`config.mk`:
```
export PLATFORM = sky130hd
export DESIGN_NAME = ascon_permutation_iter
export DESIGN_NICKNAME = d
export VERILOG_FILES = /design/src/rtl/ascon_pack.sv /design/src/rtl/ascon_round.sv /design/src/rtl/ascon_permutation_iter.sv
export SDC_FILE = /design/constraint.sdc
export NUM_CORES = 2
export LEC_CHECK = 0
export ABC_AREA = 1
export BUFFER_PORTS_ARGS = -buffer_cell sky130_fd_sc_hd__buf_2
export CORE_MARGIN = 1.5
export CORE_UTILIZATION = 59
export CTS_CLUSTER_DIAMETER = 100
export DETAILED_ROUTE_END_ITERATION = 10
export PLACE_DENSITY = 0.95
export SLEW_MARGIN = 20
export SYNTH_ARGS = -nofsm -noshare
export SYNTH_HDL_FRONTEND = slang
export SYNTH_SLANG_ARGS = --single-unit
export TNS_END_PERCENT = 30
```
`constraint.sdc`:
```
create_clock -name clock_i -period 3.5 [get_ports clock_i]
set_input_delay 0.35 -clock clock_i [delete_from_list [all_inputs] [get_ports clock_i]]
set_output_delay 0.35 -clock clock_i [all_outputs]
set_load 0.03 [all_outputs]
```
`src/rtl/ascon_pack.sv`:
```
// Shared types and helpers for the iterative Ascon permutation: state layout,
// round constants, round-count constants, the 5-bit S-box and a 64-bit rotate.
package ascon_pack;

  typedef struct packed {
    logic [63:0] x0;
    logic [63:0] x1;
    logic [63:0] x2;
    logic [63:0] x3;
    logic [63:0] x4;
  } type_state;

  localparam logic [3:0] NR_A     = 4'd12;
  localparam logic [3:0] NR_B     = 4'd6;
  localparam logic [3:0] NR_B128A = 4'd8;

  // Column input is {x0,x1,x2,x3,x4} with x0 in the MSB.
  localparam logic [4:0] SBOX_TABLE [32] = '{
    5'h04, 5'h0b, 5'h1f, 5'h14, 5'h1a, 5'h15, 5'h09, 5'h02,
    5'h1b, 5'h05, 5'h08, 5'h12, 5'h1d, 5'h03, 5'h06, 5'h1c,
    5'h1e, 5'h13, 5'h07, 5'h0e, 5'h00, 5'h0d, 5'h11, 5'h18,
    5'h10, 5'h0c, 5'h01, 5'h19, 5'h16, 5'h0a, 5'h0f, 5'h17
  };

  function automatic logic [7:0] rc(input logic [3:0] r);
    return {4'd15 - r, r};
  endfunction

  function automatic logic [4:0] sbox(input logic [4:0] x);
    return SBOX_TABLE[x];
  endfunction

  function automatic logic [63:0] ror64(input logic [63:0] v, input int unsigned n);
    return (v >> n) | (v << (64 - n));
  endfunction

endpackage

```
`src/rtl/ascon_round.sv`:
```
// One purely combinational Ascon round: constant addition, S-box layer and
// linear diffusion layer, selected by the round index.
module ascon_round
  import ascon_pack::*;
(
  input  type_state  din,
  input  logic [3:0] round_idx,
  output type_state  dout
);

  type_state added;
  type_state subbed;

  always_comb begin
    added    = din;
    added.x2 = din.x2 ^ {56'd0, rc(round_idx)};
  end

  // The S-box works on bit-columns: bit j of each of the five words.
  always_comb begin
    subbed = added;
    for (int j = 0; j < 64; j++) begin
      {subbed.x0[j], subbed.x1[j], subbed.x2[j], subbed.x3[j], subbed.x4[j]} =
        sbox({added.x0[j], added.x1[j], added.x2[j], added.x3[j], added.x4[j]});
    end
  end

  always_comb begin
    dout    = subbed;
    dout.x0 = subbed.x0 ^ ror64(subbed.x0, 19) ^ ror64(subbed.x0, 28);
    dout.x1 = subbed.x1 ^ ror64(subbed.x1, 61) ^ ror64(subbed.x1, 39);
    dout.x2 = subbed.x2 ^ ror64(subbed.x2, 1)  ^ ror64(subbed.x2, 6);
    dout.x3 = subbed.x3 ^ ror64(subbed.x3, 10) ^ ror64(subbed.x3, 17);
    dout.x4 = subbed.x4 ^ ror64(subbed.x4, 7)  ^ ror64(subbed.x4, 41);
  end

endmodule

```
`src/rtl/ascon_permutation_iter.sv`:
```
// Autonomous Ascon permutation (12, 8 or 6 rounds) with start/busy/done handshake.
// Optional ASCON_PERM_XOR_IN_EN adds xor_i, folded into state_i at start acceptance.
module ascon_permutation_iter
  import ascon_pack::*;
#(
  parameter int ROUNDS_PER_CYCLE = 1
)
(
  input  logic       clock_i,
  input  logic       reset_i,
  input  logic       start_i,
  input  logic [3:0] nr_i,
  input  type_state  state_i,
`ifdef ASCON_PERM_XOR_IN_EN
  input  type_state  xor_i,
`endif
  output type_state  state_o,
  output logic       busy_o,
  output logic       done_o
);

  if (ROUNDS_PER_CYCLE != 1 && ROUNDS_PER_CYCLE != 2) begin : g_bad_rpc
    $error("ascon_permutation_iter: ROUNDS_PER_CYCLE must be 1 or 2");
  end

  localparam logic [3:0] RPC = 4'(ROUNDS_PER_CYCLE);

  typedef enum logic [1:0] {
    ST_IDLE,
    ST_RUN,
    ST_DONE
  } state_t;

  state_t     fsm_q, fsm_d;
  logic [3:0] rnd_q, rnd_d;
  type_state  data_q, data_d;

  logic [3:0] nr_eff;
  logic [3:0] first_r;
  type_state  in_state;
  type_state  chain_in;
  logic [3:0] chain_base;
  logic [3:0] rnd_sum;
  type_state  chain [ROUNDS_PER_CYCLE+1];

  assign nr_eff  = (nr_i == NR_B || nr_i == NR_B128A) ? nr_i : NR_A;
  assign first_r = NR_A - nr_eff;

`ifdef ASCON_PERM_XOR_IN_EN
  assign in_state = state_i ^ xor_i;
`else
  assign in_state = state_i;
`endif

  // In IDLE the round chain looks at the incoming state, otherwise at the register.
  always_comb begin
    chain_in   = data_q;
    chain_base = rnd_q;
    if (fsm_q == ST_IDLE) begin
      chain_in   = in_state;
      chain_base = first_r;
    end
  end

  assign chain[0] = chain_in;
  assign rnd_sum  = chain_base + RPC;

  for (genvar i = 0; i < ROUNDS_PER_CYCLE; i++) begin : g_round
    ascon_round u_round (
      .din       (chain[i]),
      .round_idx (chain_base + 4'(i)),
      .dout      (chain[i+1])
    );
  end

  always_comb begin
    fsm_d  = fsm_q;
    rnd_d  = rnd_q;
    data_d = data_q;
    unique case (fsm_q)
      ST_IDLE: begin
        if (start_i) begin
          data_d = chain[ROUNDS_PER_CYCLE];
          rnd_d  = rnd_sum;
          fsm_d  = (rnd_sum >= NR_A) ? ST_DONE : ST_RUN;
        end
      end
      ST_RUN: begin
        data_d = chain[ROUNDS_PER_CYCLE];
        rnd_d  = rnd_sum;
        if (rnd_sum >= NR_A) fsm_d = ST_DONE;
      end
      ST_DONE: begin
        fsm_d = ST_IDLE;
        rnd_d = 4'd0;
      end
      default: fsm_d = ST_IDLE;
    endcase
  end

  always_ff @(posedge clock_i or negedge reset_i) begin
    if (!reset_i) begin
      fsm_q  <= ST_IDLE;
      rnd_q  <= 4'd0;
      data_q <= '0;
    end else begin
      fsm_q  <= fsm_d;
      rnd_q  <= rnd_d;
      data_q <= data_d;
    end
  end

  assign state_o = data_q;
  assign busy_o  = (fsm_q == ST_RUN);
  assign done_o  = (fsm_q == ST_DONE);

endmodule

```
==> metrics.txt, run 1 <==
outcome=did not finish; Stopped at=global routing (5_1_grt); Tool Error=[ERROR GRT-0232] Routing congestion too high. Check the congestion heatmap in the GUI.; Post-DP Area=41380 µm²; Post-Syn Instances=5841; I/O Buffers=648; Post-synth ARST share=100.0%; Post-Syn Nets=6298; Initial Utilization=59.94%; Placed Instances=7315; GRT overflow=8; hpwl dp=152700 µm; Cell variety after synth=42; number of synthesized flops with an enable pin=0; CTS root buf=clkbuf_16; H-tree depth=2; I/O Pins=649; Core Rows=90; global-route total usage across every layer=69.14%; Post-CTS Setup Inserts=0; WEP type=sequential cell input; post-synthesis cell area=36380 µm²; syn_area_per_cell=6.229 µm²; ys flop type=dfrtp_1; Die W=251.3 µm; flops & latches, synth=326; YS warnings=0; CTS Buffer Depth=3; sequential area share after synthesis=22.42%; largest net degree at the start of global routing=161; Final Wtd Congestion=1.321; worst setup endpoint GRT=state_o[171]$_DFFE_PN0P_/D; TritonCTS Buffers=40; Chip Height=251.3 µm; CTS Sinks=326; worst slack, placed=-0.05272 ns
[synthesized netlist by cell type, types with 26 or more instances]
master | number | area share, %
buf_4 | 27 | 0.56
buf_6 | 35 | 1.1
clkbuf_1 | 63 | 0.65
dfrtp_1 | 326 | 22
ha_1 | 130 | 4.5
inv_1 | 708 | 7.3
inv_2 | 29 | 0.30
nand2_1 | 2414 | 25
nand2_2 | 31 | 0.53
nand3_1 | 537 | 7.4
nand3b_1 | 26 | 0.54
nor2_1 | 160 | 1.7
o211ai_1 | 54 | 1.1
o21ai_0 | 258 | 3.5
o21ai_1 | 261 | 3.6
o21ai_2 | 178 | 4.3
xnor2_1 | 237 | 5.7
xor2_1 | 165 | 4.0
xor2_2 | 54 | 2.4
[routing by layer]
| metal | GRT usage [%] | overflow |
|---|---|---|
| met5 | 39.85 | 0 |
| met1 | 68.57 | 0 |
| met3 | 57.59 | 1 |
| met2 | 83.27 | 4 |
| met4 | 65.59 | 3 |
[stage by stage]
stage	hold slack (ns)	util, %
floorplan	0.05441	-
global placement	0.4117	68.17
detailed placement	0.4197	68.17
CTS	0.2417	70.38
[kinds of logic after synthesis]
family          count (synthesis)  share of synthesized area (%)
fa+ha+maj                     130                          4.471
compound gates                824                          14.28
xor+xnor                      471                          12.82
flops                         326                          22.42
other cells                     1                        0.01031
simple gates                 3199                          35.57
buf+inv                       890                          10.43
[what timing repair did]
action	CTS
gates resized for setup	5
pin swaps	0
hold buffers	1
hold endpoints to repair	79
endpoints found under the setup margin	6
==> run 2: changes to the inputs <==
CORE_UTILIZATION = 40   (was 59)
CTS_CLUSTER_DIAMETER = unset   (was 100)
PLACE_DENSITY = unset   (was 0.95)
PLACE_DENSITY_LB_ADDON = 0.15   (was unset)
==> metrics.txt, run 2 <==
core area=90010 µm²; max incr delay on CP=0.41 ns; Hold Vio Cnt, Final=0; syn_area_per_cell=6.229 µm² (unchanged); ys flop type=dfrtp_1; flops & latches, synth=326 (unchanged); max frequency=291.4 MHz; r2r worst-path depth=18; area leader, netlist=nand2_1; Routed Antenna Nets=0; post-synthesis adder-cell area fraction=4.471% (unchanged); 1st-iter DRT viols=5788; overall routed net length=215900 µm; Max-slew headroom=34.60%; Setup CP Type=reg2reg; CTS Sinks=326 (unchanged); sequential area share after synthesis=22.42% (unchanged); first-pass GRT wire length=294400 µm; combinational family with the most area after synthesis=simple AND/OR/NAND/NOR gates; Core Rows=110 (+22%); H-tree depth=2 (unchanged); CTS Buffer Depth=3 (unchanged); Worst path slowest cell=dfrtp_1; Synth Area in Compound Gates=14.28% (unchanged); critical path's most frequent cell=nand2_1; worst-skew pair later-pin latency=0.64 ns; routed len/inst=26.79 µm; total die area=92780 µm²; Cell variety after synth=42 (unchanged); CTS tree=built; Max-Cap Viols=0; # DRC=0; CP startpoint kind=flop; CTS clock-pin slew for the worst setup and hold paths=0.06 ns; via count=44140; met3 Use GR=9.074%; Initial Utilization=40.42% (-20 points); fin crit share=98.04%; min cycle time layout=3.432 ns; post-route design area=45930 µm²; nature of the critical path endpoint=flop; vias per cell=5.479; Post-Synth XOR/XNOR Area=12.82% (unchanged); Post-synth ARST share=100.0% (unchanged); Synth Area in Simple Gates=35.57% (unchanged); Most Crowded Layer GR=met2; Post-DP Area=44150 µm² (+6.7%); GRT overflow=0; Nets=7294; Worst Hold Class=in2async; fillers=9414; share of layout cells above drive strength 1=22.42%; Post-Syn Nets=6298 (unchanged); Reg-to-Reg End=state_o[266]; commonest non-fill, non-tap cells in the layout=nand2_1 (2410), inv_1 (706), buf_2 (647); Die W=304.6 µm (+21%); critical path, cell by cell=nor2_4, buf_4, buf_12, buf_12, buf_4, nand2_1, nand2_1, ha_1, inv_1, nand2_1, o211ai_1, buf_4, inv_1, nand2_1, nand2_1, nand2_1, nand3_1, nand2_1; CP max FO=50; Post-Syn Instances=5841 (unchanged); number of synthesized flops with an enable pin=0 (unchanged); ranking of synthesized cells by area=nand2_1 (25%), dfrtp_1 (22%), nand3_1 (7.4%); largest net degree at the start of global routing=169; CTS root buf=clkbuf_16; Required @ worst endpoint=4.06 ns; RR Startpoint=fsm_q[0]; hpwl dp=184000 µm (+21%); Final Wtd Congestion=1.064 (-20%); TritonCTS Buffers=46 (+15%); I/O Buffers=648 (unchanged); DR pass1 iterations=9; top cell type's share of synthesized area=24.90% (unchanged); YS warnings=0 (unchanged); Chip Height=304.6 µm (+21%); post-synthesis cell area=36380 µm² (unchanged); vias in the first global route=39320; r2r setup slk=0.07 ns; I/O Pins=649 (unchanged); CP Buf/Inv Count=7; outcome=finished, final reports clean; initial antenna violation count=14; fin. max-slew vios=0; Slew @ Worst Pin=0.9744 ns; most common cell after layout, fill and taps aside=nand2_1; fin util=51.03%; setup violators final=0; met1 GRT Util=60.66%; met2 usage in global routing=66.89%; Critical path origin=fsm_q[0]; Largest delay share family, worst path=buffers and inverters; RSZ-0062 raised after global routing=yes; top post-synthesis cells by count=nand2_1 (2414), inv_1 (708), nand3_1 (537); mux share of post-synthesis cell area=0% (unchanged); max FFs per register=320; global-route total usage across every layer=44.97%; most numerous cell in the Yosys netlist=nand2_1; Worst Path Arrival=3.99 ns; synth-to-layout area growth=26.25%; Setup Skew=0.03095 ns
## run 2: cell counts after synthesis
Identical to the previous run, type by type.
## run 2: layer usage
| metal | wire [µm] | share of wire, % |
|---|---|---|
| met1 | 87690 | 41 |
| met2 | 89900 | 42 |
| met3 | 23550 | 11 |
| met4 | 14690 | 6.8 |
| met5 | 27 | 0.013 |
## run 2: how the worst max path moves through the flow
| stage | depth (start not counted) | endpoint | slack, ns |
|---|---|---|---|
| floorplan | 16 | state_o[70] | 0.86 |
| global placement | 19 | state_o[209] | 0.06 |
| detailed placement | 19 | state_o[209] | 0.05 |
| CTS | 19 | state_o[209] | 0.06 |
| global route | 17 | state_o[227] | -0.07 |
| finish | 18 | state_o[266] | 0.07 |
## run 2: layout make-up
class | instances | area [µm²] | share of cell area, %
Multi-Input combinational cell | 4625 | 24480 | 53.30
Sequential cell | 326 | 8158 | 17.76
Timing Repair Buffer | 1101 | 7361 | 16.03
Inverter | 737 | 2774 | 6.039
Tap cell | 1176 | 1471 | 3.203
Clock buffer | 65 | 1344 | 2.926
Clock inverter | 19 | 326.6 | 0.7110
Antenna cell | 7 | 17.52 | 0.03814
## run 2: timing repair
item	CTS	global route
gates resized for setup	0	12
endpoints found under the hold margin	54	0
hold buffers	1	0
endpoints found under the setup margin	0	16
setup buffers	0	2
## run 2: per-stage QoR
| stage | TNS (ns) | setup WS [ns] | instances | hold slack [ns] |
|---|---|---|---|---|
| final | 0 | 0.06850 | 8056 | 0.2930 |
| after global routing | -0.2554 | -0.06763 | 8049 | 0.3322 |
| after CTS | 0 | 0.06382 | 8046 | 0.3025 |
| after detailed placement | 0 | 0.05175 | 7961 | 0.3543 |
| after global placement | 0 | 0.05941 | 7961 | 0.3516 |
| after floorplan | 0 | 0.8611 | 5841 | 0.05441 |
## run 2: worst register-to-register path: stages (launching register included)
cell and delay, ns:
dfrtp_1 0.41, nor2_4 0.26, buf_4 0.18, buf_12 0.23, buf_12 0.23, buf_4 0.21, nand2_1 0.08, nand2_1 0.19
ha_1 0.30, inv_1 0.10, nand2_1 0.06, o211ai_1 0.25, buf_4 0.27, inv_1 0.10, nand2_1 0.09, nand2_1 0.05
nand2_1 0.06, nand3_1 0.20, nand2_1 0.12
## run 2: kinds of logic after synthesis
group	Yosys count
simple gates	3199
buf+inv	890
compound gates	824
xor+xnor	471
flops	326
fa+ha+maj	130
other cells	1
Power of run 2 is left out: the tool's default activity adds up to more than one toggle a clock period on the data nets, which glitch-free logic cannot reach.
